## src/rtl/data_mem_ctrl.sv

```systemverilog
// rtl/data_mem_ctrl.sv - byte-serial data-memory controller for the ME request port
//
// Takes a load/store request (addr, wr_data, wr_en, count), runs it as a sequence
// of byte transfers on an external byte bus, and reports the assembled load word
// plus a completion code for one cycle while the pipeline stall drops.
//
// Ports:
//   clk, aresetn        clock (rising edge), asynchronous active-low reset
//   i_req_*             request from EX; count==0 means no request
//   o_stall             hold the pipeline while a request is accepted/in flight
//   o_res_rd_data       load result (zero-extended), valid in the DONE cycle
//   o_res_code          0 NONE, 1 OK, 2 MISALIGNED, 3 BAD_COUNT, 4 TIMEOUT
//   o_bus_*/i_bus_*     byte-wide external bus; i_bus_ready completes a byte
module data_mem_ctrl #(
  parameter int ADDR_W         = 32,
  parameter int WORD_W         = 32,
  parameter int MEM_COUNT_W    = 3,
  parameter int MEM_CODE_W     = 3,
  parameter int TIMEOUT_CYCLES = 16
) (
  input  logic                   clk,
  input  logic                   aresetn,
  input  logic [ADDR_W-1:0]      i_req_addr,
  input  logic [WORD_W-1:0]      i_req_wr_data,
  input  logic                   i_req_wr_en,
  input  logic [MEM_COUNT_W-1:0] i_req_count,
  output logic                   o_stall,
  output logic [WORD_W-1:0]      o_res_rd_data,
  output logic [MEM_CODE_W-1:0]  o_res_code,
  output logic [ADDR_W-1:0]      o_bus_addr,
  output logic [7:0]             o_bus_wr_data,
  output logic                   o_bus_wr_en,
  output logic                   o_bus_rd_en,
  input  logic [7:0]             i_bus_rd_data,
  input  logic                   i_bus_ready
);

  typedef enum logic [1:0] {IDLE, ACCESS, DONE} state_t;

  localparam logic [MEM_CODE_W-1:0] CODE_NONE    = MEM_CODE_W'(0);
  localparam logic [MEM_CODE_W-1:0] CODE_OK      = MEM_CODE_W'(1);
  localparam logic [MEM_CODE_W-1:0] CODE_MISALIGN = MEM_CODE_W'(2);
  localparam logic [MEM_CODE_W-1:0] CODE_BADCNT  = MEM_CODE_W'(3);
  localparam logic [MEM_CODE_W-1:0] CODE_TIMEOUT = MEM_CODE_W'(4);

  localparam int TW      = (TIMEOUT_CYCLES > 1) ? $clog2(TIMEOUT_CYCLES + 1) : 1;
  localparam int TO_LAST = (TIMEOUT_CYCLES > 0) ? TIMEOUT_CYCLES - 1 : 0;

  state_t                 state, state_d;
  logic [MEM_CODE_W-1:0]  code_q, code_d;
  logic [ADDR_W-1:0]      addr_q;
  logic [WORD_W-1:0]      wdata_q;
  logic [WORD_W-1:0]      rdata_q;
  logic                   wr_en_q;
  logic [MEM_COUNT_W-1:0] count_q;
  logic [1:0]             k_q;
  logic [TW-1:0]          tcnt_q;

  logic       req_valid, cnt_ok, misaligned, last_byte, timeout_hit;
  logic [4:0] bit_lo;

  assign req_valid  = (i_req_count != '0);
  assign cnt_ok     = (i_req_count == MEM_COUNT_W'(1)) || (i_req_count == MEM_COUNT_W'(2)) ||
                      (i_req_count == MEM_COUNT_W'(4));
  assign misaligned = ((i_req_count == MEM_COUNT_W'(2)) && i_req_addr[0]) ||
                      ((i_req_count == MEM_COUNT_W'(4)) && (i_req_addr[1:0] != 2'b00));
  assign last_byte  = (MEM_COUNT_W'(k_q) == (count_q - MEM_COUNT_W'(1)));
  // Fires on the not-ready cycle that brings the wait count up to TIMEOUT_CYCLES.
  assign timeout_hit = (TIMEOUT_CYCLES != 0) && (tcnt_q == TW'(TO_LAST));
  assign bit_lo      = {k_q, 3'b000};

  always_ff @(posedge clk or negedge aresetn) begin
    if (!aresetn) begin
      state  <= IDLE;
      code_q <= CODE_NONE;
    end else begin
      state  <= state_d;
      code_q <= code_d;
    end
  end

  always_comb begin
    state_d = state;
    code_d  = code_q;
    case (state)
      IDLE: begin
        if (req_valid) begin
          if (!cnt_ok) begin
            state_d = DONE;
            code_d  = CODE_BADCNT;
          end else if (misaligned) begin
            state_d = DONE;
            code_d  = CODE_MISALIGN;
          end else begin
            state_d = ACCESS;
          end
        end
      end
      ACCESS: begin
        if (i_bus_ready) begin
          if (last_byte) begin
            state_d = DONE;
            code_d  = CODE_OK;
          end
        end else if (timeout_hit) begin
          state_d = DONE;
          code_d  = CODE_TIMEOUT;
        end
      end
      DONE: begin
        state_d = IDLE;
      end
      default: begin
        state_d = IDLE;
      end
    endcase
  end

  always_ff @(posedge clk or negedge aresetn) begin
    if (!aresetn) begin
      addr_q  <= '0;
      wdata_q <= '0;
      rdata_q <= '0;
      wr_en_q <= 1'b0;
      count_q <= '0;
      k_q     <= '0;
      tcnt_q  <= '0;
    end else begin
      if (state == IDLE && req_valid) begin
        addr_q  <= i_req_addr;
        wdata_q <= i_req_wr_data;
        wr_en_q <= i_req_wr_en;
        count_q <= i_req_count;
        k_q     <= '0;
        tcnt_q  <= '0;
        rdata_q <= '0;
      end else if (state == ACCESS) begin
        if (i_bus_ready) begin
          tcnt_q <= '0;
          if (!wr_en_q) rdata_q[bit_lo +: 8] <= i_bus_rd_data;
          if (!last_byte) k_q <= k_q + 2'd1;
        end else begin
          tcnt_q <= tcnt_q + TW'(1);
          if (timeout_hit) rdata_q <= '0;
        end
      end
    end
  end

  // Outputs decode from state; the IDLE-cycle stall is gated by reset so every
  // output is 0 while aresetn is low, and strobes drop as soon as state resets.
  always_comb begin
    o_stall       = 1'b0;
    o_res_rd_data = '0;
    o_res_code    = CODE_NONE;
    o_bus_addr    = '0;
    o_bus_wr_data = '0;
    o_bus_wr_en   = 1'b0;
    o_bus_rd_en   = 1'b0;
    case (state)
      IDLE: o_stall = aresetn && req_valid;
      ACCESS: begin
        o_stall       = 1'b1;
        o_bus_addr    = addr_q + ADDR_W'(k_q);
        o_bus_wr_data = wdata_q[bit_lo +: 8];
        o_bus_wr_en   = wr_en_q;
        o_bus_rd_en   = ~wr_en_q;
      end
      DONE: begin
        o_res_code = code_q;
        if (code_q == CODE_OK && !wr_en_q) o_res_rd_data = rdata_q;
      end
      default: ;
    endcase
  end

endmodule

```

## config.mk

```make
export PLATFORM = sky130hd
export DESIGN_NAME = data_mem_ctrl
export DESIGN_NICKNAME = d
export VERILOG_FILES = /design/src/rtl/data_mem_ctrl.sv
export SDC_FILE = /design/constraint.sdc
export NUM_CORES = 1
export LEC_CHECK = 0
export BUFFER_PORTS_ARGS = -buffer_cell sky130_fd_sc_hd__buf_4
export CORE_MARGIN = 8
export CORE_UTILIZATION = 53
export DETAILED_ROUTE_END_ITERATION = 16
export MAX_ROUTING_LAYER = met4
export PLACE_DENSITY = 0.9
export SLEW_MARGIN = 5
export SYNTH_ARGS = -nofsm -noshare
export SYNTH_HDL_FRONTEND = slang
export SYNTH_SLANG_ARGS = --single-unit
```

## constraint.sdc

```tcl
create_clock -name clk -period 2.58 [get_ports clk]
set_input_delay 0.129 -clock clk [delete_from_list [all_inputs] [get_ports clk]]
set_output_delay 0.129 -clock clk [all_outputs]
set_load 0.005 [all_outputs]
```

Yosys cells after proc, flatten, opt, wreduce, memory -nomap -nowiden
Index checks and enable logic that the tools add are counted.
{ "word_totals": {"ff_bits": 112, "input_bits": 79, "output_inout_bits": 78} }
{ "op_classes": {"n_addsub": 5, "n_eq_ne": 14, "n_shift": 3, "n_mux": 35, "bitwise_logic": 1, "reduce_logical": 20} }
{ "ops": {"columns": ["op", "n"], "rows": [
  ["$mux 32", 8],
  ["$add 32x2->32", 1],
  ["$bwmux 32", 1],
  ["$shift 8x7->32 const A", 1],
  ["$shiftx 32x6->8", 1],
  ["$shiftx 8x7->32", 1],
  ["$mux 3", 7],
  ["$mux 2", 10],
  ["$mux 5", 3],
  ["$ne 3x3->1 const B", 3],
  ["$reduce_and 3->1", 3],
  ["$mux 8", 1],
  ["$reduce_bool 2->1", 4],
  ["$neg 5->7", 1],
  ["$eq 3x1->1 const B", 2],
  ["$pmux 3 s2", 1],
  ["$reduce_bool 3->1", 2],
  ["$add 5x1->5 const B", 1],
  ["$eq 5x4->1 const B", 1],
  ["$logic_and 1x1->1", 5],
  ["$reduce_and 5->1", 1],
  ["$pmux 2 s2", 1],
  ["$eq 2x3->1", 1],
  ["$eq 3x2->1 const B", 1],
  ["14 further kinds", 17]
]} }

Depth between registers and ports, before layout
{ "depth": {"word_depth": 7, "ltp_mapped": 9, "ltp_nobuf": 8} }

Worst setup path after synthesis
OpenSTA, ideal clock, no wires.
{ "synth_timing": {"path_kind": "flip-flop to flip-flop", "startpoint": "register k_q[1]", "endpoint": "register rdata_q[10]", "setup_time_ns": 0.067, "arrival_time_ns": 2.154, "required_ns": 2.513, "slack_ns": 0.359, "path_stages_with_launch": 8, "period_less_slack_ns": 2.221, "path_cell_list": "dfrtp_1 clkbuf_1 inv_1 ha_1 nand2b_1 or3_4 nor4_4 a22o_1"} }
{ "synth_between": {"elab_chain_len": 7, "elab_cells_between_ends": 8, "cone_classes": "add/sub: 1; shift: 2; mux: 5"} }
{ "synth_lines": {"columns": ["element", "line_no", "source"], "rows": [
  ["start: declaration", "56", "logic [1:0] k_q;"],
  ["start signal: assignment", "141", "if (!last_byte) k_q <= k_q + 2'd1;"],
  ["$neg 5->7 *", "140", "if (!wr_en_q) rdata_q[bit_lo +: 8] <= i_bus_rd_data;"],
  ["$shiftx 8x7->32 / $shift 8x7->32 (equally long branches)", "140", null],
  ["$bwmux 32 *", "140", null],
  ["$mux 32 *", "140", null],
  ["$mux 32 *", "138", "if (i_bus_ready) begin"],
  ["$mux 32 *", "137", "end else if (state == ACCESS) begin"],
  ["$mux 32 *", "129", "if (state == IDLE && req_valid) begin"],
  ["end signal: indexed assignment", "140", null],
  ["end: declaration", "53", "logic [WORD_W-1:0] rdata_q;"]
]} }
Mark *: on every way between the ends. The rest lies on a longest branch, timed or not. The select of a mux whose other input is x is not followed.
A chain may end at the register's enable or synchronous reset.

Worst setup path after layout
{ "layout_timing": {"startpoint": "register addr_q[0]", "endpoint": "output port o_bus_addr[26]"} }
{ "layout_between": {"elab_chain_len": 2} }
{ "layout_lines": {"columns": ["element", "line_no", "source"], "rows": [
  ["start: declaration", "51", "logic [ADDR_W-1:0] addr_q;"],
  ["start signal: assignment", "130", "addr_q <= i_req_addr;"],
  ["$add 32x2->32", "164", "o_bus_addr = addr_q + ADDR_W'(k_q);"],
  ["$mux 32", "160", "case (state)"],
  ["end: declaration", "30", "output logic [ADDR_W-1:0] o_bus_addr,"]
]} }
Every way passes these cells.

==> impl_metrics.tcl <==
set metrics [dict create \
    irDropWorstVdd_uv 823 \
    preCtsSetupSlack_ns 0.288 \
    drt_pre_antenna_iters 5 \
    synth_top_area_cell "dfrtp_1" \
    startpoint_type "register" \
    synth_top_area_share_pct 48.3 \
    rsz0062_at_grt "true" \
    ys_seq_area_share_pct 48.3 \
    drc_errors 0 \
    hp-class "input pin to register" \
    cts_tree "yes" \
    dp_hpwl_um 11800 \
    m1WireLength_um 6910 \
    reg2regPathDepth 8 \
    startpoint "addr_q[0]$_DFFE_PN0P_" \
    status "finished with violations" \
    clk_pin_slew_ns 0.11 \
    vias 5622 \
    synth_edf_count 0 \
    cts.path.max_buffers 2 \
    worstPathRequired_ns 2.45 \
    antenna_found_initial 3 \
    tritoncts.num_buffers 9 \
    route.met2.wl_um 8790 \
    async_reset_ff_share_pct 100 \
    violations "negative setup slack" \
    mappedNetlistArea_um2 5810 \
    highest_layer "met4" \
    postSynthAreaPerCell_um2 8.91 \
    power_leakage_nw 4.06 \
    clk_latency_ns 0.38 \
    yosys_warnings 0 \
    cp.arrival_ns 2.49 \
    filler_cell_count 736 \
    pwr_density_cell_nw_per_um2 874 \
    mostFrequentLayoutCells "231 x nand2_1, 170 x buf_4, 111 x dfrtp_1" \
    wl_met3_um 1240 \
    min_path_cells 2 \
    rrSetupSlack_ns 0.26 \
    report.final.setup_viol 1 \
    cts.sinks 112 \
    ioPinCount 157 \
    cts.htree.levels 3 \
    synth_flop_cell "dfrtp_1" \
    relSlewSlack_pct 51.4 \
    worst_r2r_startpoint "k_q[0]$_DFFE_PN0P_" \
    finalCritPeriodShare_pct 102 \
    synth-seq-cells 112 \
    synth_fp_nets 742 \
    rows 38 \
    area_growth_pct 38.9 \
    wl_per_cell_um 17.4 \
    max_freq_mhz 382 \
    grt.total_usage_pct 24.9 \
    min-delay-start "i_bus_rd_data[5]" \
    worstReg2RegEnd "rdata_q[6]$_DFFE_PN0P_" \
    fin_ws_ns -0.0394 \
    start_util_pct 54.1 \
    wl_um 17700 \
    p_total_w 0.00705 \
    overflow 0 \
    critPathKind "register to output port" \
    dieArea_um2 14600 \
    vias_per_cell 5.52 \
    tightest_slew_ns 0.730 \
    yosysUniqueCellTypes 41 \
    layout_commonest_cell "nand2_1" \
    die_h_um 121 \
    grt_pass1_wl_um 28300 \
    final_nets 960 \
    gp_congestion 0.927 \
    portBuffers 156 \
    grt_pass1_vias 5823 \
    synth.area.top_cells "dfrtp_1 48%, nand2_1 15%, and2_1 5.1%" \
    critPathCaptureType "output port" \
    setup_tns_ns -0.0394 \
    hold_end "rdata_q[21]$_DFFE_PN0P_" \
    synthCells 652 \
    ant_nets 0 \
    grt_max_degree 113 \
    final_core_util_pct 75.1 \
    detail_route.iter0.violations 431 \
    maxCapViolations 0 \
    drive_gt1_share_pct 24.1 \
    coreArea_um2 10700 \
    finalHoldViolCount 0 \
    critical_path.max_fanout 10 \
    clockRootBuffer "clkbuf_8" \
    finalMaxSlewViolations 0 \
    skew_ns 0.0116 \
    fp.dieW_um 121 \
    period_needed_ns 2.62 \
]
[worst max path at each step]
stage | to | cells past startpoint
floorplan | rdata_q[10]$_DFFE_PN0P_ | 7
global placement | o_bus_addr[26] | 6
detailed placement | rdata_q[6]$_DFFE_PN0P_ | 8
CTS | o_bus_addr[26] | 6
global route | o_bus_addr[26] | 7
finish | o_bus_addr[26] | 7
[cell families after synthesis]
family | after synthesis | share of synthesized area (%)
and+or+nand+nor | 384 | 30.5
DFF | 112 | 48.3
AOI/OAI and AO/OA | 58 | 6.98
buffers and inverters | 41 | 2.80
xor gates and xnor gates | 34 | 5.13
muxes | 12 | 3.86
adders and majority gates | 11 | 2.50
[routing by layer]
metal,GRT usage (%),up-vias
li1,-,2583
met1,27.8,2706
met2,40.8,262
met3,5.87,71
met4,13.0,0
met5,-,-
[cell usage after synthesis, types with 4 or more instances]
| master | number |
|---|---|
| a21oi_1 | 7 |
| a22o_1 | 26 |
| and2_1 | 47 |
| and3_1 | 7 |
| and4_1 | 5 |
| clkbuf_1 | 28 |
| dfrtp_1 | 112 |
| ha_1 | 10 |
| inv_1 | 8 |
| mux4_2 | 8 |
| nand2_1 | 232 |
| nand2b_1 | 4 |
| nand3_1 | 11 |
| nand4_1 | 15 |
| nor2_1 | 40 |
| nor2b_1 | 4 |
| o21ai_0 | 18 |
| xnor2_1 | 8 |
| xor2_1 | 26 |
[worst max-delay path, stage by stage (launching register included)]
cell	delay (ns)
dfrtp_1	0.37
ha_1	0.22
fa_2	0.27
and3_4	0.28
nand3_2	0.15
or3_1	0.43
a21oi_2	0.23
buf_4	0.15
[stage by stage]
step	cell area, um2	instances	hold slack [ns]
2_1_floorplan	5810	652	-0.167
3_3_place_gp	7130	927	0.268
6_report	8070	1018	0.00809
3_5_place_dp	7130	927	0.283
5_1_grt	8070	1018	0.00970
4_1_cts	8000	1010	0.0000565
[power breakdown]
part           internal [W]  leakage [nW]  switching (W)  total [W]
sequential          0.00239          1.43       0.000586    0.00298
clock              0.000413         0.102       0.000599    0.00101
combinational       0.00129          2.53        0.00177    0.00306
total               0.00409          4.06        0.00296    0.00705
[flip-flops by register name, summed over array words and instances, names as in the netlist]
name	cells
addr_q	32
wdata_q	32
code_q	3
state	2
tcnt_q	5
wr_en_q	1
k_q	2
rdata_q	32
count_q	3
[area by class of cell]
type,count,area [um2],area share [%]
Antenna cell,3,7.51,0.0930
Clock buffer,11,151,1.88
Clock inverter,5,38.8,0.481
Inverter,8,30.0,0.372
Multi-Input combinational cell,499,2870,35.6
Sequential cell,112,2800,34.7
Tap cell,140,175,2.17
Timing Repair Buffer,240,1990,24.6
[what timing repair did]
item / CTS / global route
setup buffers: 0 / 4
gates resized for setup: 1 / 7
hold buffers: 67 / 1
endpoints found under the hold margin: 178 / 1
pin swaps: 0 / 2
endpoints found under the setup margin: 2 / 9
Note: power is estimated with default switching activity, not from simulation.
